<file path="config.mk">
export PLATFORM = sky130hd
export DESIGN_NAME = mydesign_arbiter_flat
export DESIGN_NICKNAME = d
export VERILOG_FILES = /design/src/rtl/mydesign_arb_pkg.sv /design/src/rtl/mydesign_arbiter_if.sv /design/src/rtl/mydesign_comb.sv /design/src/rtl/mydesign_rr_arbiter.sv /design/src/rtl/mydesign_arbiter.sv /design/src/flat_wrapper.sv
export SDC_FILE = /design/constraint.sdc
export NUM_CORES = 1
export LEC_CHECK = 0
export ABC_AREA = 1
export CORE_MARGIN = 1
export CORE_UTILIZATION = 39
export DETAILED_ROUTE_END_ITERATION = 10
export MAX_ROUTING_LAYER = met4
export PLACE_DENSITY = 0.94
export SLEW_MARGIN = 20
export SYNTH_ARGS = -nofsm -noshare
export SYNTH_HDL_FRONTEND = slang
export SYNTH_SLANG_ARGS = --single-unit
export TNS_END_PERCENT = 5
</file>
<file path="constraint.sdc">
create_clock -name clk_ci -period 3.4 [get_ports clk_ci]
set_input_delay 0.34 -clock clk_ci [delete_from_list [all_inputs] [get_ports clk_ci]]
set_output_delay 0.34 -clock clk_ci [all_outputs]
set_load 0.005 [all_outputs]
</file>
<file path="src/rtl/mydesign_arb_pkg.sv">
// Shared types and defaults for the round-robin datapath arbiter.
// Latency: n/a. Backpressure: n/a.
package mydesign_arb_pkg;

    localparam int unsigned DEF_N_REQ = 4;
    localparam int unsigned DEF_N_IN  = 3;
    localparam int unsigned DEF_N_OUT = 3;
    localparam int unsigned DEF_CNT_W = 16;

    typedef enum logic {ST_EMPTY, ST_FULL} arb_state_e;

    function automatic int unsigned id_width(input int unsigned n);
        return (n < 2) ? 1 : $clog2(n);
    endfunction

endpackage

</file>
<file path="src/rtl/mydesign_arbiter_if.sv">
// Requester operand bundle plus the tagged response channel.
// Latency: n/a. Backpressure: valid/ready on both sides.
interface mydesign_arbiter_if
    import mydesign_arb_pkg::*;
#(
    parameter int unsigned N_REQ = DEF_N_REQ,
    parameter int unsigned N_IN  = DEF_N_IN,
    parameter int unsigned N_OUT = DEF_N_OUT
) ();
    localparam int unsigned IDW = id_width(N_REQ);

    logic [N_REQ-1:0]           req_valid_i;
    logic [N_REQ-1:0]           req_ready_o;
    logic [N_REQ-1:0][N_IN-1:0] req_a_i;
    logic [N_REQ-1:0][N_IN-1:0] req_b_i;
    logic                       rsp_valid_o;
    logic                       rsp_ready_i;
    logic [N_OUT-1:0]           rsp_result_o;
    logic [IDW-1:0]             rsp_id_o;

    modport master (
        output req_valid_i, req_a_i, req_b_i, rsp_ready_i,
        input  req_ready_o, rsp_valid_o, rsp_result_o, rsp_id_o
    );

    modport slave (
        input  req_valid_i, req_a_i, req_b_i, rsp_ready_i,
        output req_ready_o, rsp_valid_o, rsp_result_o, rsp_id_o
    );
endinterface

</file>
<file path="src/rtl/mydesign_comb.sv">
// Characterised combinational datapath: (a + b) xor (a >> 1), truncated to N_OUT.
// Latency: 0 cycles. Backpressure: none.
module mydesign_comb #(
    parameter int unsigned N_IN  = 3,
    parameter int unsigned N_OUT = 3
) (
    input  logic [N_IN-1:0]  a_i,
    input  logic [N_IN-1:0]  b_i,
    output logic [N_OUT-1:0] y_o
);
    logic [N_IN:0] sum;
    logic [N_IN:0] mix;

    assign sum = {1'b0, a_i} + {1'b0, b_i};
    assign mix = sum ^ {2'b00, a_i[N_IN-1:1]};
    assign y_o = N_OUT'(mix);
endmodule

</file>
<file path="src/rtl/mydesign_rr_arbiter.sv">
// Round-robin pick starting at ptr; ptr moves past the winner on every grant.
// Latency: 0 cycles (grant is combinational). Backpressure: no grant while can_accept_i is low.
module mydesign_rr_arbiter
    import mydesign_arb_pkg::*;
#(
    parameter int unsigned N_REQ = DEF_N_REQ,
    localparam int unsigned IDW  = id_width(N_REQ)
) (
    input  logic             clk_ci,
    input  logic             rst_ni,
    input  logic [N_REQ-1:0] valid_i,
    input  logic             can_accept_i,
    output logic [N_REQ-1:0] gnt_o,
    output logic [IDW-1:0]   win_o
);
    logic [IDW-1:0] ptr_q;
    logic           found;
    int unsigned    idx;
    logic [IDW-1:0] cand;

    always_comb begin
        found = 1'b0;
        win_o = '0;
        gnt_o = '0;
        idx   = 0;
        cand  = '0;
        for (int unsigned k = 0; k < N_REQ; k++) begin
            idx = 32'(ptr_q) + k;
            if (idx >= N_REQ) idx = idx - N_REQ;
            cand = IDW'(idx);
            if (!found && valid_i[cand]) begin
                found = 1'b1;
                win_o = cand;
            end
        end
        if (can_accept_i && found) gnt_o[win_o] = 1'b1;
    end

    always_ff @(posedge clk_ci or negedge rst_ni) begin
        if (!rst_ni) begin
            ptr_q <= '0;
        end else if (can_accept_i && found) begin
            ptr_q <= (win_o == IDW'(N_REQ - 1)) ? '0 : win_o + 1'b1;
        end
    end
endmodule

</file>
<file path="src/rtl/mydesign_arbiter.sv">
// N_REQ requesters share one mydesign_comb through a round-robin pick; MYDESIGN_ARB_STATS_EN adds busy/stall counters.
// Latency: 1 cycle into a single response register. Backpressure: rsp_ready_i low while FULL stalls every requester.
module mydesign_arbiter
    import mydesign_arb_pkg::*;
#(
    parameter int unsigned N_REQ = DEF_N_REQ,
    parameter int unsigned N_IN  = DEF_N_IN,
    parameter int unsigned N_OUT = DEF_N_OUT,
    parameter int unsigned CNT_W = DEF_CNT_W
) (
    input  logic              clk_ci,
    input  logic              rst_ni,
    mydesign_arbiter_if.slave bus,
    output logic [CNT_W-1:0]  busy_cnt_o,
    output logic [CNT_W-1:0]  stall_cnt_o
);
    localparam int unsigned IDW = id_width(N_REQ);

    arb_state_e       state_q, state_d;
    logic             can_accept;
    logic             hs;
    logic [N_REQ-1:0] gnt;
    logic [IDW-1:0]   win;
    logic [N_IN-1:0]  mux_a, mux_b;
    logic [N_OUT-1:0] comb_y;
    logic [N_OUT-1:0] result_q;
    logic [IDW-1:0]   id_q;

    // Reset gates acceptance so no ready leaks out while rst_ni is low.
    assign can_accept = rst_ni && ((state_q == ST_EMPTY) || bus.rsp_ready_i);

    mydesign_rr_arbiter #(.N_REQ(N_REQ)) u_rr (
        .clk_ci       (clk_ci),
        .rst_ni       (rst_ni),
        .valid_i      (bus.req_valid_i),
        .can_accept_i (can_accept),
        .gnt_o        (gnt),
        .win_o        (win)
    );

    assign bus.req_ready_o = gnt;
    assign hs              = |gnt;

    always_comb begin
        mux_a = '0;
        mux_b = '0;
        for (int unsigned i = 0; i < N_REQ; i++) begin
            if (gnt[i]) begin
                mux_a = mux_a | bus.req_a_i[i];
                mux_b = mux_b | bus.req_b_i[i];
            end
        end
    end

    (* dont_touch = "true" *)
    mydesign_comb #(.N_IN(N_IN), .N_OUT(N_OUT)) u_comb (
        .a_i (mux_a),
        .b_i (mux_b),
        .y_o (comb_y)
    );

    always_ff @(posedge clk_ci or negedge rst_ni) begin
        if (!rst_ni) state_q <= ST_EMPTY;
        else         state_q <= state_d;
    end

    always_comb begin
        state_d = state_q;
        case (state_q)
            ST_EMPTY: if (hs) state_d = ST_FULL;
            ST_FULL:  if (bus.rsp_ready_i && !hs) state_d = ST_EMPTY;
            default:  state_d = ST_EMPTY;
        endcase
    end

    always_ff @(posedge clk_ci or negedge rst_ni) begin
        if (!rst_ni) begin
            result_q <= '0;
            id_q     <= '0;
        end else if (hs) begin
            result_q <= comb_y;
            id_q     <= win;
        end
    end

    assign bus.rsp_valid_o  = (state_q == ST_FULL);
    assign bus.rsp_result_o = result_q;
    assign bus.rsp_id_o     = id_q;

`ifdef MYDESIGN_ARB_STATS_EN
    logic [CNT_W-1:0] busy_q, stall_q;

    always_ff @(posedge clk_ci or negedge rst_ni) begin
        if (!rst_ni) begin
            busy_q  <= '0;
            stall_q <= '0;
        end else if (state_q == ST_FULL) begin
            if (busy_q != '1) busy_q <= busy_q + CNT_W'(1);
            if (!bus.rsp_ready_i && stall_q != '1) stall_q <= stall_q + CNT_W'(1);
        end
    end

    assign busy_cnt_o  = busy_q;
    assign stall_cnt_o = stall_q;
`else
    assign busy_cnt_o  = '0;
    assign stall_cnt_o = '0;
`endif
endmodule

</file>
<file path="src/flat_wrapper.sv">
// flat-port wrapper written by rule: the top's interface ports become plain ports
module mydesign_arbiter_flat import mydesign_arb_pkg::*;
#(
    parameter int unsigned N_REQ = DEF_N_REQ,
    parameter int unsigned N_IN  = DEF_N_IN,
    parameter int unsigned N_OUT = DEF_N_OUT,
    parameter int unsigned CNT_W = DEF_CNT_W
)
  (clk_ci, rst_ni, busy_cnt_o, stall_cnt_o, bus_req_valid_i, bus_req_a_i, bus_req_b_i, bus_rsp_ready_i, bus_req_ready_o, bus_rsp_valid_o, bus_rsp_result_o, bus_rsp_id_o);
  mydesign_arbiter_if #(.N_REQ(N_REQ), .N_IN(N_IN), .N_OUT(N_OUT)) bus_i ();
  input  logic clk_ci;
  input  logic rst_ni;
  output logic [CNT_W-1:0] busy_cnt_o;
  output logic [CNT_W-1:0] stall_cnt_o;
  input wire logic [$bits(bus_i.req_valid_i)-1:0] bus_req_valid_i;
  input wire logic [$bits(bus_i.req_a_i)-1:0] bus_req_a_i;
  input wire logic [$bits(bus_i.req_b_i)-1:0] bus_req_b_i;
  input wire logic [$bits(bus_i.rsp_ready_i)-1:0] bus_rsp_ready_i;
  output wire logic [$bits(bus_i.req_ready_o)-1:0] bus_req_ready_o;
  output wire logic [$bits(bus_i.rsp_valid_o)-1:0] bus_rsp_valid_o;
  output wire logic [$bits(bus_i.rsp_result_o)-1:0] bus_rsp_result_o;
  output wire logic [$bits(bus_i.rsp_id_o)-1:0] bus_rsp_id_o;
  assign bus_i.req_valid_i = bus_req_valid_i;
  assign bus_i.req_a_i = bus_req_a_i;
  assign bus_i.req_b_i = bus_req_b_i;
  assign bus_i.rsp_ready_i = bus_rsp_ready_i;
  assign bus_req_ready_o = bus_i.req_ready_o;
  assign bus_rsp_valid_o = bus_i.rsp_valid_o;
  assign bus_rsp_result_o = bus_i.rsp_result_o;
  assign bus_rsp_id_o = bus_i.rsp_id_o;
  mydesign_arbiter #(.N_REQ(N_REQ), .N_IN(N_IN), .N_OUT(N_OUT), .CNT_W(CNT_W)) u_core (.clk_ci(clk_ci), .rst_ni(rst_ni), .bus(bus_i), .busy_cnt_o(busy_cnt_o), .stall_cnt_o(stall_cnt_o));
endmodule
</file>
==> impl_metrics.env <==
export IMPL_status="finished, final reports clean"
export IMPL_fin_util=0.5598
export IMPL_die_x_um=59.26
export IMPL_routed_wirelength_um=2656
export IMPL_p_leak_uw=0.0009002
export IMPL_cts_buffers=3
export IMPL_syn_area_per_cell_um2=7.184
export IMPL_fin_nets=270
export IMPL_antenna_cells=0
export IMPL_final_hold_viol_count=0
export IMPL_drv_slew=0
export IMPL_r2r_setup_slack_ps=210
export IMPL_yosysWarnings=0
export IMPL_drc=0
export IMPL_area_delta_synth_final_pct=34.74
export IMPL_synth_area_um2=1279
export IMPL_critPathMaxFanout=8
export IMPL_cp_slowest_stage_delay_ps=450
export IMPL_core_area_um2=3078
export IMPL_ir_drop_mv=0.3331
export IMPL_skew_ps=0.7379
export IMPL_clk_insertion_delay_late_ps=250
export IMPL_grt_pass1_wl_um=4195
export IMPL_rows=20
export IMPL_synthXorXnorAreaFrac=0.006849
export IMPL_synth_top_area_frac=0.1879
export IMPL_fill_cells=281
export IMPL_async_flop_share=1.000
export IMPL_boundaryPins=73
export IMPL_drtIter0Drc=45
export IMPL_crit_path_start="u_core.u_rr.ptr_q[0]$_DFFE_PN0N_"
export IMPL_cp_top_family="simple AND/OR/NAND/NOR gates"
export IMPL_drt_first_pass_iters=4
export IMPL_synth_fa_ha_area_frac=0.06458
export IMPL_r2r_start="u_core.u_rr.ptr_q[0]$_DFFE_PN0N_"
export IMPL_synthFlopType="dfrtp_1"
export IMPL_grt_total_usage=0.1567
export IMPL_hpwl_um=2261
export IMPL_ys_seq_area_frac=0.1566
export IMPL_start_util=0.4154
export IMPL_drive_gt1_frac=0.2121
export IMPL_fmax_ghz=0.3135
export IMPL_synth_top_family_by_area="simple AND/OR/NAND/NOR gates"
export IMPL_synth_area_leaders="buf_4 19%, dfrtp_1 16%, nand2_1 16%, nand4_1 5.9%, ha_1 4.9%"
export IMPL_required_ps=3540
export IMPL_crit_top_cell="nand2_1"
export IMPL_p_per_area_nw_per_um2=1016
export IMPL_yosys_mux_area_fraction=0
export IMPL_regToRegEndpoint="u_core.bus.rsp_result_o[2]$_DFFE_PN0P_"
export IMPL_grt_max_degree=11
export IMPL_arrival_ps=3330
export IMPL_rr_worst_depth=23
export IMPL_post_drt_wl_per_cell_um=9.658
export IMPL_synth_edf_count=0
export IMPL_die_area_um2=3512
export IMPL_start_kind="flop"
export IMPL_synth_top_cell_by_area="buf_4"
export IMPL_first_global_vias=1026
export IMPL_gp_congestion=0.8729
export IMPL_holdCritPathClass="primary input to asynchronous set/reset pin"
export IMPL_postCtsHoldBufs=0
export IMPL_clock_path_buffers=2
export IMPL_cts_root_buffer="clkbuf_4"
export IMPL_htree_levels=1
export IMPL_vias_per_cell=4.404
export IMPL_rsz0062_at_grt="false"
export IMPL_timing_critical_path_buf_inv=6
export IMPL_chipHeight_um=59.26
export IMPL_synth_compound_area_frac=0.06947
export IMPL_synthCells=178
export IMPL_synth_distinct_cells=33
export IMPL_gr_total_overflow=0
export IMPL_fin_hold_ws_ps=409.5
export IMPL_crit_type="flop to flop"
export IMPL_numPortBuffers=40
export IMPL_final_cells=275
export IMPL_cp_cell_sequence="buf_12 > inv_8 > nand2_1 > nand2_1 > nand2_1 > and2_4 > nand3b_1 > o2111ai_1 > o21ai_0 > buf_4 > ha_1 > inv_1 > nor2_4 > buf_4 > nand2_1 > nand4_1 > fa_1 > inv_1 > nand2_1 > nand2_1 > nand2_1 > nand3_1 > nand2_1"
export IMPL_setup_violations=0
export IMPL_tritoncts="built"
export IMPL_ys_seq_elements=8
export IMPL_antenna_left=0
export IMPL_antenna_found_initial=0
export IMPL_cp_slowest_cell="fa_1"
export IMPL_max_cap_violations=0
export IMPL_dr_total_vias=1211
export IMPL_synth_simple_area_share=0.4325
export IMPL_path_clk_slew_ps=50
export IMPL_dp_cells=270
export IMPL_clock_sinks=8
export IMPL_cp_end_kind="flop"
export IMPL_post_route_min_period_ps=3190
export IMPL_period_share=0.9382
-- repair_timing --
item                                    in CTS  in global routing
endpoints found under the setup margin       0                  3
setup buffers                                0                  2
resized for setup                            0                  3
-- how the worst max path moves through the flow --
stage,to,slack (ps),cells after the start
after floorplan,u_core.bus.rsp_result_o[2]$_DFFE_PN0P_,370,20
after global placement,u_core.bus.rsp_result_o[2]$_DFFE_PN0P_,90,20
after detailed placement,u_core.bus.rsp_result_o[2]$_DFFE_PN0P_,-50,22
after CTS,u_core.bus.rsp_result_o[2]$_DFFE_PN0P_,120,22
after global routing,u_core.bus.rsp_result_o[2]$_DFFE_PN0P_,10,21
final,u_core.bus.rsp_result_o[2]$_DFFE_PN0P_,210,23
-- power by group --
group | total [uW] | leakage (uW) | switching [uW] | internal, uW
combinational | 1500 | 0.000788 | 832 | 668
clock | 71.3 | 0.0000138 | 31.0 | 40.3
sequential | 180 | 0.0000984 | 29.6 | 150
-- metal layers --
layer | GRT usage | share of wire
met1 | 0.2067 | 0.43
met2 | 0.2520 | 0.50
met3 | 0.006550 | 0.054
met4 | 0.06122 | 0.014
met5 | - | 0
-- cell usage after synthesis (3+ instances only) --
master and number:
nand2_1 53, buf_4 32, inv_1 14, nand4_1 12, nand2_2 9, dfrtp_1 8
o21ai_0 6, ha_1 5, nand3_1 5, nand2_4 4, inv_2 3
-- cell families after synthesis --
| logic type | count (synthesis) |
|---|---|
| AOI/OAI and AO/OA | 13 |
| xor gates and xnor gates | 1 |
| adders and majority gates | 6 |
| other | 1 |
| DFF | 8 |
| and+or+nand+nor | 96 |
| buffers and inverters | 53 |
-- registers in the layout, indices dropped and copies added, names as in the netlist --
register,flops
u_core.u_rr.ptr_q,2
u_core.bus.rsp_id_o,2
u_core.bus.rsp_result_o,3
u_core.bus.rsp_valid_o,1
-- final cells by class --
class,instances,area (um^2),share of cell area
Sequential cell,8,201.4,0.1169
Multi-Input combinational cell,148,853.3,0.4953
Inverter,20,90.09,0.05229
Timing Repair Buffer,52,500.5,0.2905
Tap cell,44,55.05,0.03195
Clock buffer,3,22.52,0.01307
-- metrics by stage --
step | power, uW | worst slack [ps] | area (um^2) | setup TNS, ps
global placement | 1592 | 93.21 | 1674 | 0
detailed placement | 1634 | -50.73 | 1674 | -50.73
global route | 1921 | 11.32 | 1723 | 0
finish | 1750 | 210.0 | 1723 | 0
floorplan | 1215 | 373.2 | 1395 | 0
CTS | 1716 | 115.9 | 1697 | 0
-- cell usage in the layout (no fill, tap or decap), types with 2 or more instances in the layout --
cell type,count
inv_1,13
clkdlybuf4s50_1,40
nor2_2,2
nand2_2,9
nor2_8,2
nand3_2,2
dfrtp_1,7
inv_2,4
nand4_1,12
o21ai_1,3
buf_4,10
o21ai_0,5
nand2_4,4
nand2_1,53
conb_1,32
nand3_1,5
clkbuf_4,3
ha_1,5
nor2_4,2
Note: power is estimated with default switching activity, not from simulation.
